[src/rtl/muldiv_seq_if.sv]
// muldiv_seq_if: request/result handshake between the execute stage and the multiply/divide sequencer
interface muldiv_seq_if #(parameter int WIDTH = 32);
   logic start;
   logic flush;
   logic [2:0] funct3;
   logic [WIDTH-1:0] a;
   logic [WIDTH-1:0] b;
   logic busy;
   logic done;
   logic [WIDTH-1:0] result;
   modport master (output start, flush, funct3, a, b, input busy, done, result);
   modport slave (input start, flush, funct3, a, b, output busy, done, result);
endinterface

[src/rtl/muldiv_seq.sv]
// muldiv_seq: iterative RV32M multiply/divide sequencer (shift/add multiply, restoring divide)
module muldiv_seq #(parameter int WIDTH = 32) (
   input logic clk,
   input logic rst,
   muldiv_seq_if.slave bus
);
   localparam int CW = $clog2(WIDTH);
   typedef enum logic [1:0] {IDLE, CALC, FIX, DONE} state_t;
   state_t state;
   logic ld, neg_res, neg_rem, is_div, sa, sb, dz, ovf;
   logic [2:0] fn;
   logic [CW-1:0] ctr;
   logic [WIDTH-1:0] ra, rb, hi, lo, m, ma, mb, quo, rem, sel;
   logic [WIDTH:0] add, sub;
   logic [2*WIDTH-1:0] prod;
   assign is_div = fn[2];
   assign sa = ra[WIDTH-1] & (is_div ? !fn[0] : (fn[1] ^ fn[0]));
   assign sb = rb[WIDTH-1] & (is_div ? !fn[0] : (fn[1:0] == 2'b01));
   assign ma = sa ? -ra : ra;
   assign mb = sb ? -rb : rb;
   assign dz = is_div && rb == '0;
   assign ovf = is_div && !fn[0] && ra == {1'b1, {(WIDTH-1){1'b0}}} && rb == '1;
   // hi:lo is the product during multiply and remainder:quotient during divide
   assign add = {1'b0, hi} + (lo[0] ? {1'b0, m} : '0);
   assign sub = {hi, lo[WIDTH-1]} - {1'b0, m};
   assign prod = neg_res ? -{hi, lo} : {hi, lo};
   assign quo = neg_res ? -lo : lo;
   assign rem = neg_rem ? -hi : hi;
   assign sel = fn == 3'b000 ? prod[WIDTH-1:0] : !is_div ? prod[2*WIDTH-1:WIDTH] : fn[1] ? rem : quo;
   always_ff @(posedge clk) begin
      if (rst) begin
         state <= IDLE;
         ld <= 1'b0;
         ctr <= '0;
         fn <= '0;
         ra <= '0;
         rb <= '0;
         hi <= '0;
         lo <= '0;
         m <= '0;
         neg_res <= 1'b0;
         neg_rem <= 1'b0;
         bus.busy <= 1'b0;
         bus.done <= 1'b0;
         bus.result <= '0;
      end else if (bus.flush) begin
         state <= IDLE;
         ld <= 1'b0;
         bus.busy <= 1'b0;
         bus.done <= 1'b0;
      end else begin
         case (state)
            IDLE: begin
               if (ld) begin
                  // operands were captured last cycle; resolve signs and special cases now
                  ld <= 1'b0;
                  bus.busy <= 1'b1;
                  m <= mb;
                  if (dz || ovf) begin
                     hi <= dz ? ra : '0;
                     lo <= dz ? '1 : ra;
                     neg_res <= 1'b0;
                     neg_rem <= 1'b0;
                     state <= FIX;
                  end else begin
                     hi <= '0;
                     lo <= ma;
                     neg_res <= sa ^ sb;
                     neg_rem <= sa;
                     ctr <= CW'(WIDTH - 1);
                     state <= CALC;
                  end
               end else if (bus.start) begin
                  ld <= 1'b1;
                  fn <= bus.funct3;
                  ra <= bus.a;
                  rb <= bus.b;
               end
            end
            CALC: begin
               ctr <= ctr - 1'b1;
               if (!is_div) begin
                  {hi, lo} <= {add, lo[WIDTH-1:1]};
               end else begin
                  hi <= sub[WIDTH] ? {hi[WIDTH-2:0], lo[WIDTH-1]} : sub[WIDTH-1:0];
                  lo <= {lo[WIDTH-2:0], !sub[WIDTH]};
               end
               if (ctr == '0) state <= FIX;
            end
            FIX: begin
               bus.result <= sel;
               bus.done <= 1'b1;
               state <= DONE;
            end
            DONE: begin
               bus.done <= 1'b0;
               bus.busy <= 1'b0;
               state <= IDLE;
            end
         endcase
      end
   end
endmodule
[src/flat_wrapper.sv]
// flat-port wrapper written by rule: the top's interface ports become plain ports
module muldiv_seq_flat 
#(parameter int WIDTH = 32)
  (clk, rst, bus_start, bus_flush, bus_funct3, bus_a, bus_b, bus_busy, bus_done, bus_result);
  muldiv_seq_if #(.WIDTH(WIDTH)) bus_i ();
  input logic clk;
  input logic rst;
  input wire logic [$bits(bus_i.start)-1:0] bus_start;
  input wire logic [$bits(bus_i.flush)-1:0] bus_flush;
  input wire logic [$bits(bus_i.funct3)-1:0] bus_funct3;
  input wire logic [$bits(bus_i.a)-1:0] bus_a;
  input wire logic [$bits(bus_i.b)-1:0] bus_b;
  output wire logic [$bits(bus_i.busy)-1:0] bus_busy;
  output wire logic [$bits(bus_i.done)-1:0] bus_done;
  output wire logic [$bits(bus_i.result)-1:0] bus_result;
  assign bus_i.start = bus_start;
  assign bus_i.flush = bus_flush;
  assign bus_i.funct3 = bus_funct3;
  assign bus_i.a = bus_a;
  assign bus_i.b = bus_b;
  assign bus_busy = bus_i.busy;
  assign bus_done = bus_i.done;
  assign bus_result = bus_i.result;
  muldiv_seq #(.WIDTH(WIDTH)) u_core (.clk(clk), .rst(rst), .bus(bus_i));
endmodule
[config.mk]
export PLATFORM = sky130hd
export DESIGN_NAME = muldiv_seq_flat
export DESIGN_NICKNAME = d
export VERILOG_FILES = /design/src/rtl/muldiv_seq_if.sv /design/src/rtl/muldiv_seq.sv /design/src/flat_wrapper.sv
export SDC_FILE = /design/constraint.sdc
export NUM_CORES = 1
export LEC_CHECK = 0
export BUFFER_PORTS_ARGS = -buffer_cell sky130_fd_sc_hd__clkbuf_2
export CAP_MARGIN = 40
export CORE_ASPECT_RATIO = 0.7
export CORE_UTILIZATION = 45
export DETAILED_ROUTE_END_ITERATION = 8
export PLACE_DENSITY = 0.63
export SKIP_CTS_REPAIR_TIMING = 1
export SKIP_LAST_GASP = 1
export SLEW_MARGIN = 0
export SYNTH_ARGS = -nofsm -noshare
export SYNTH_HDL_FRONTEND = slang
export SYNTH_SLANG_ARGS = --single-unit
[constraint.sdc]
create_clock -name clk -period 3.5 [get_ports clk]
set_clock_uncertainty 0.2 [all_clocks]
set_input_delay 0.525 -clock clk [delete_from_list [all_inputs] [get_ports clk]]
set_output_delay 0.525 -clock clk [all_outputs]
set_load 0.03 [all_outputs]
==> qor.yml <==
drv_cap: 0
synth_area_leaders: "dfxtp_1 (25%), nand2_1 (7.7%), a21oi_1 (7.0%)"
vias: 18614
grt_pass1_wl_mm: 105
grt.overflow.total: 0
grt_setup_unrepaired: "yes"
reg2reg_slack_ns: 0.08
dp_hpwl_mm: 54.3
power_density_nw_per_um2: 368
finalCritPeriodShare: 0.977
drt-total-wl_mm: 70.1
grt_pass1_vias: 16636
drt_iter0_drc: 2404
crit_type: "flop to flop"
max_stage_delay_ns: 0.66
drc_errors: 18
nets: 2638
rows: 58
drt-pass1-iter-count: 8
post_synth_inst_count: 2314
cp.arrival_ns: 3.64
fillers: 3586
yosysTopAreaCell: "dfxtp_1"
htree_levels: 1
worst_path_max_delay_cell: "or4_1"
hold_viol: 18
area_delta_synth_final_pct: 20.1
rr_worst_depth: 8
cp-start-kind: "flop"
chipHeight_um: 164
end_kind: "flop"
cts_tree: "built"
hold_path.class: "primary input to flop"
multiInputGateArea_um2: 11900
dieArea_um2: 38300
fmax_mhz: 292
outcome: "complete, but fails checks"
hold_depth: 3
p_leak_nw: 8.34
synth_cell_types: 88
cts_buffers: 24
synthesis.area_um2: 16900
relSlewSlack: 0.504
die_x_um: 233
cts_buffer_depth: 3
cp_common_cell: "o21ai_0"
r2r-start: "u_core.lo[27]$_SDFFE_PP0P_"
min_to: "u_core.rb[19]$_SDFFE_PP0P_"
place.gp.congestion: 1.03
crit_chain: "or4_1 > nor4_1 > nand4b_1 > o21ai_0 > xor2_1 > a21oi_1 > o21ai_0 > a31oi_1"
seqCellArea_um2: 4150
grt_usage: 0.362
rr_endpoint: "u_core.bus.result[6]$_SDFFE_PP0P_"
clock_latency_ns: 0.58
wl_per_cell_um: 23.5
viasPerCell: 6.23
crit_fanout: 6
worstHoldStart: "bus_b[19]"
synth_flop_cell: "dfxtp_1"
whs_ns: -0.0416
pin_count: 105
antenna_found_initial: 2
synth_edf_count: 0
netlist.area_leader.share: 0.246
final_antenna_net_count: 0
violations: "DRC, hold timing"
ys_async_sr_fraction: 0
grt_max_degree: 86
ir_drop_mv: 0.342
yosysWarningCount: 0
cts.sinks: 207
synth.avg_cell_area_um2: 7.29
coreArea_um2: 36400
syn_nets: 2464
drive_gt1_frac: 0.166
finalSetupViolCount: 0
required_ns: 3.72
utilization: 0.556
ys_ff_latch: 207
period_minus_slack_ns: 3.42
yosysSeqAreaShare: 0.246
path_clk_slew_ns: 0.06
place_inst: 2901
worstMarginPinSlew_ns: 0.744
start_util: 0.463
slew_viol_final: 0
numPortBuffers: 104
fin_cells: 2987
root_buffer: "clkbuf_16"
==> metal layers <==
| metal | track usage | vias to the layer above | part of all wire |
|---|---|---|---|
| met4 | 0.0788 | 0 | 0.023 |
| met3 | 0.107 | 99 | 0.13 |
| met5 | 0 | - | 0 |
| met2 | 0.475 | 1022 | 0.37 |
| li1 | - | 8686 | - |
| met1 | 0.563 | 8807 | 0.48 |
==> critical path, delay by kind of cell (launching register included) <==
kind	cells	cell delay [ns]
AOI/OAI and AO/OA	4	1.24
xor gates and xnor gates	1	0.20
DFF	1	0.37
and+or+nand+nor	3	1.25
==> area by class of cell <==
cell class / count / share of cell area
clock buffer: 27 / 0.0322
antenna: 2 / 0.000247
timing repair buffer: 334 / 0.120
multi-input combinational: 1850 / 0.586
inverter: 71 / 0.0131
tap: 480 / 0.0296
sequential: 207 / 0.205
clock inverter: 16 / 0.0138
==> worst max-delay path by stage <==
stage	start	endpoint	cells after the start
after global routing	u_core.lo[0]$_SDFFE_PP0P_	u_core.hi[24]$_SDFFE_PP0P_	17
final	u_core.lo[27]$_SDFFE_PP0P_	u_core.bus.result[6]$_SDFFE_PP0P_	8
after detailed placement	u_core.lo[0]$_SDFFE_PP0P_	u_core.hi[19]$_SDFFE_PP0P_	14
after floorplan	u_core.lo[0]$_SDFFE_PP0P_	u_core.hi[26]$_SDFFE_PP0P_	14
after global placement	u_core.lo[0]$_SDFFE_PP0P_	u_core.hi[19]$_SDFFE_PP0P_	14
after CTS	u_core.lo[0]$_SDFFE_PP0P_	u_core.hi[19]$_SDFFE_PP0P_	14
==> per-stage QoR <==
stage | setup TNS (ns) | cell area, um^2 | power, mW | hold slack, ns | setup slack [ns]
after CTS | -0.462 | 19700 | 7.36 | -0.0594 | -0.374
after floorplan | 0 | 16900 | 3.73 | 0.232 | 0.0906
final | 0 | 20300 | 7.46 | -0.0416 | 0.0802
after global routing | -0.0452 | 20300 | 7.70 | -0.0243 | -0.0358
after global placement | -0.431 | 18700 | 4.35 | 0.224 | -0.431
after detailed placement | -0.326 | 18800 | 4.36 | 0.236 | -0.306
==> placed cells by master (no fill, tap or decap), types with 75 or more instances in the layout <==
cell type  instances
dfxtp_1          203
o21ai_0          134
buf_4            185
a21oi_1          231
xnor2_1          100
clkbuf_2         103
nand2_1          344
nor2_1           187
xor2_1            87
ha_1              75
==> registers in the layout, indices dropped and copies added (netlist names), 2 cells and up <==
| signal | cells |
|---|---|
| u_core.m | 32 |
| u_core.rb | 32 |
| u_core.lo | 32 |
| u_core.ctr | 5 |
| u_core.bus.result | 32 |
| u_core.fn | 3 |
| u_core.state | 2 |
| u_core.ra | 32 |
| u_core.hi | 32 |
==> synthesized netlist by cell type (32+ instances only) <==
cell type,count
a211oi_1,48
a21o_1,36
a21oi_1,235
clkbuf_1,157
dfxtp_1,207
ha_1,77
inv_1,71
mux2i_1,47
nand2_1,344
nand3_1,34
nand4_1,32
nor2_1,191
o21ai_0,136
o31ai_1,50
xnor2_1,101
xor2_1,88
==> report_power, final <==
part	switching, mW	total (mW)	leakage [nW]	internal [mW]
clock network	1.20	3.00	0.436	1.80
registers	0.0962	2.52	1.68	2.42
logic	1.18	1.94	6.23	0.755
==> cells by family after synthesis <==
family,count (synthesis),share of synthesized area
XOR/XNOR,189,0.0981
buffers and inverters,257,0.0606
adder cells (fa/ha/maj),79,0.0595
flip-flops,207,0.246
AO/OA/AOI/OAI,731,0.281
AND/OR/NAND/NOR,794,0.221
multiplexers,57,0.0348
Power figures use the tool's default switching activity.
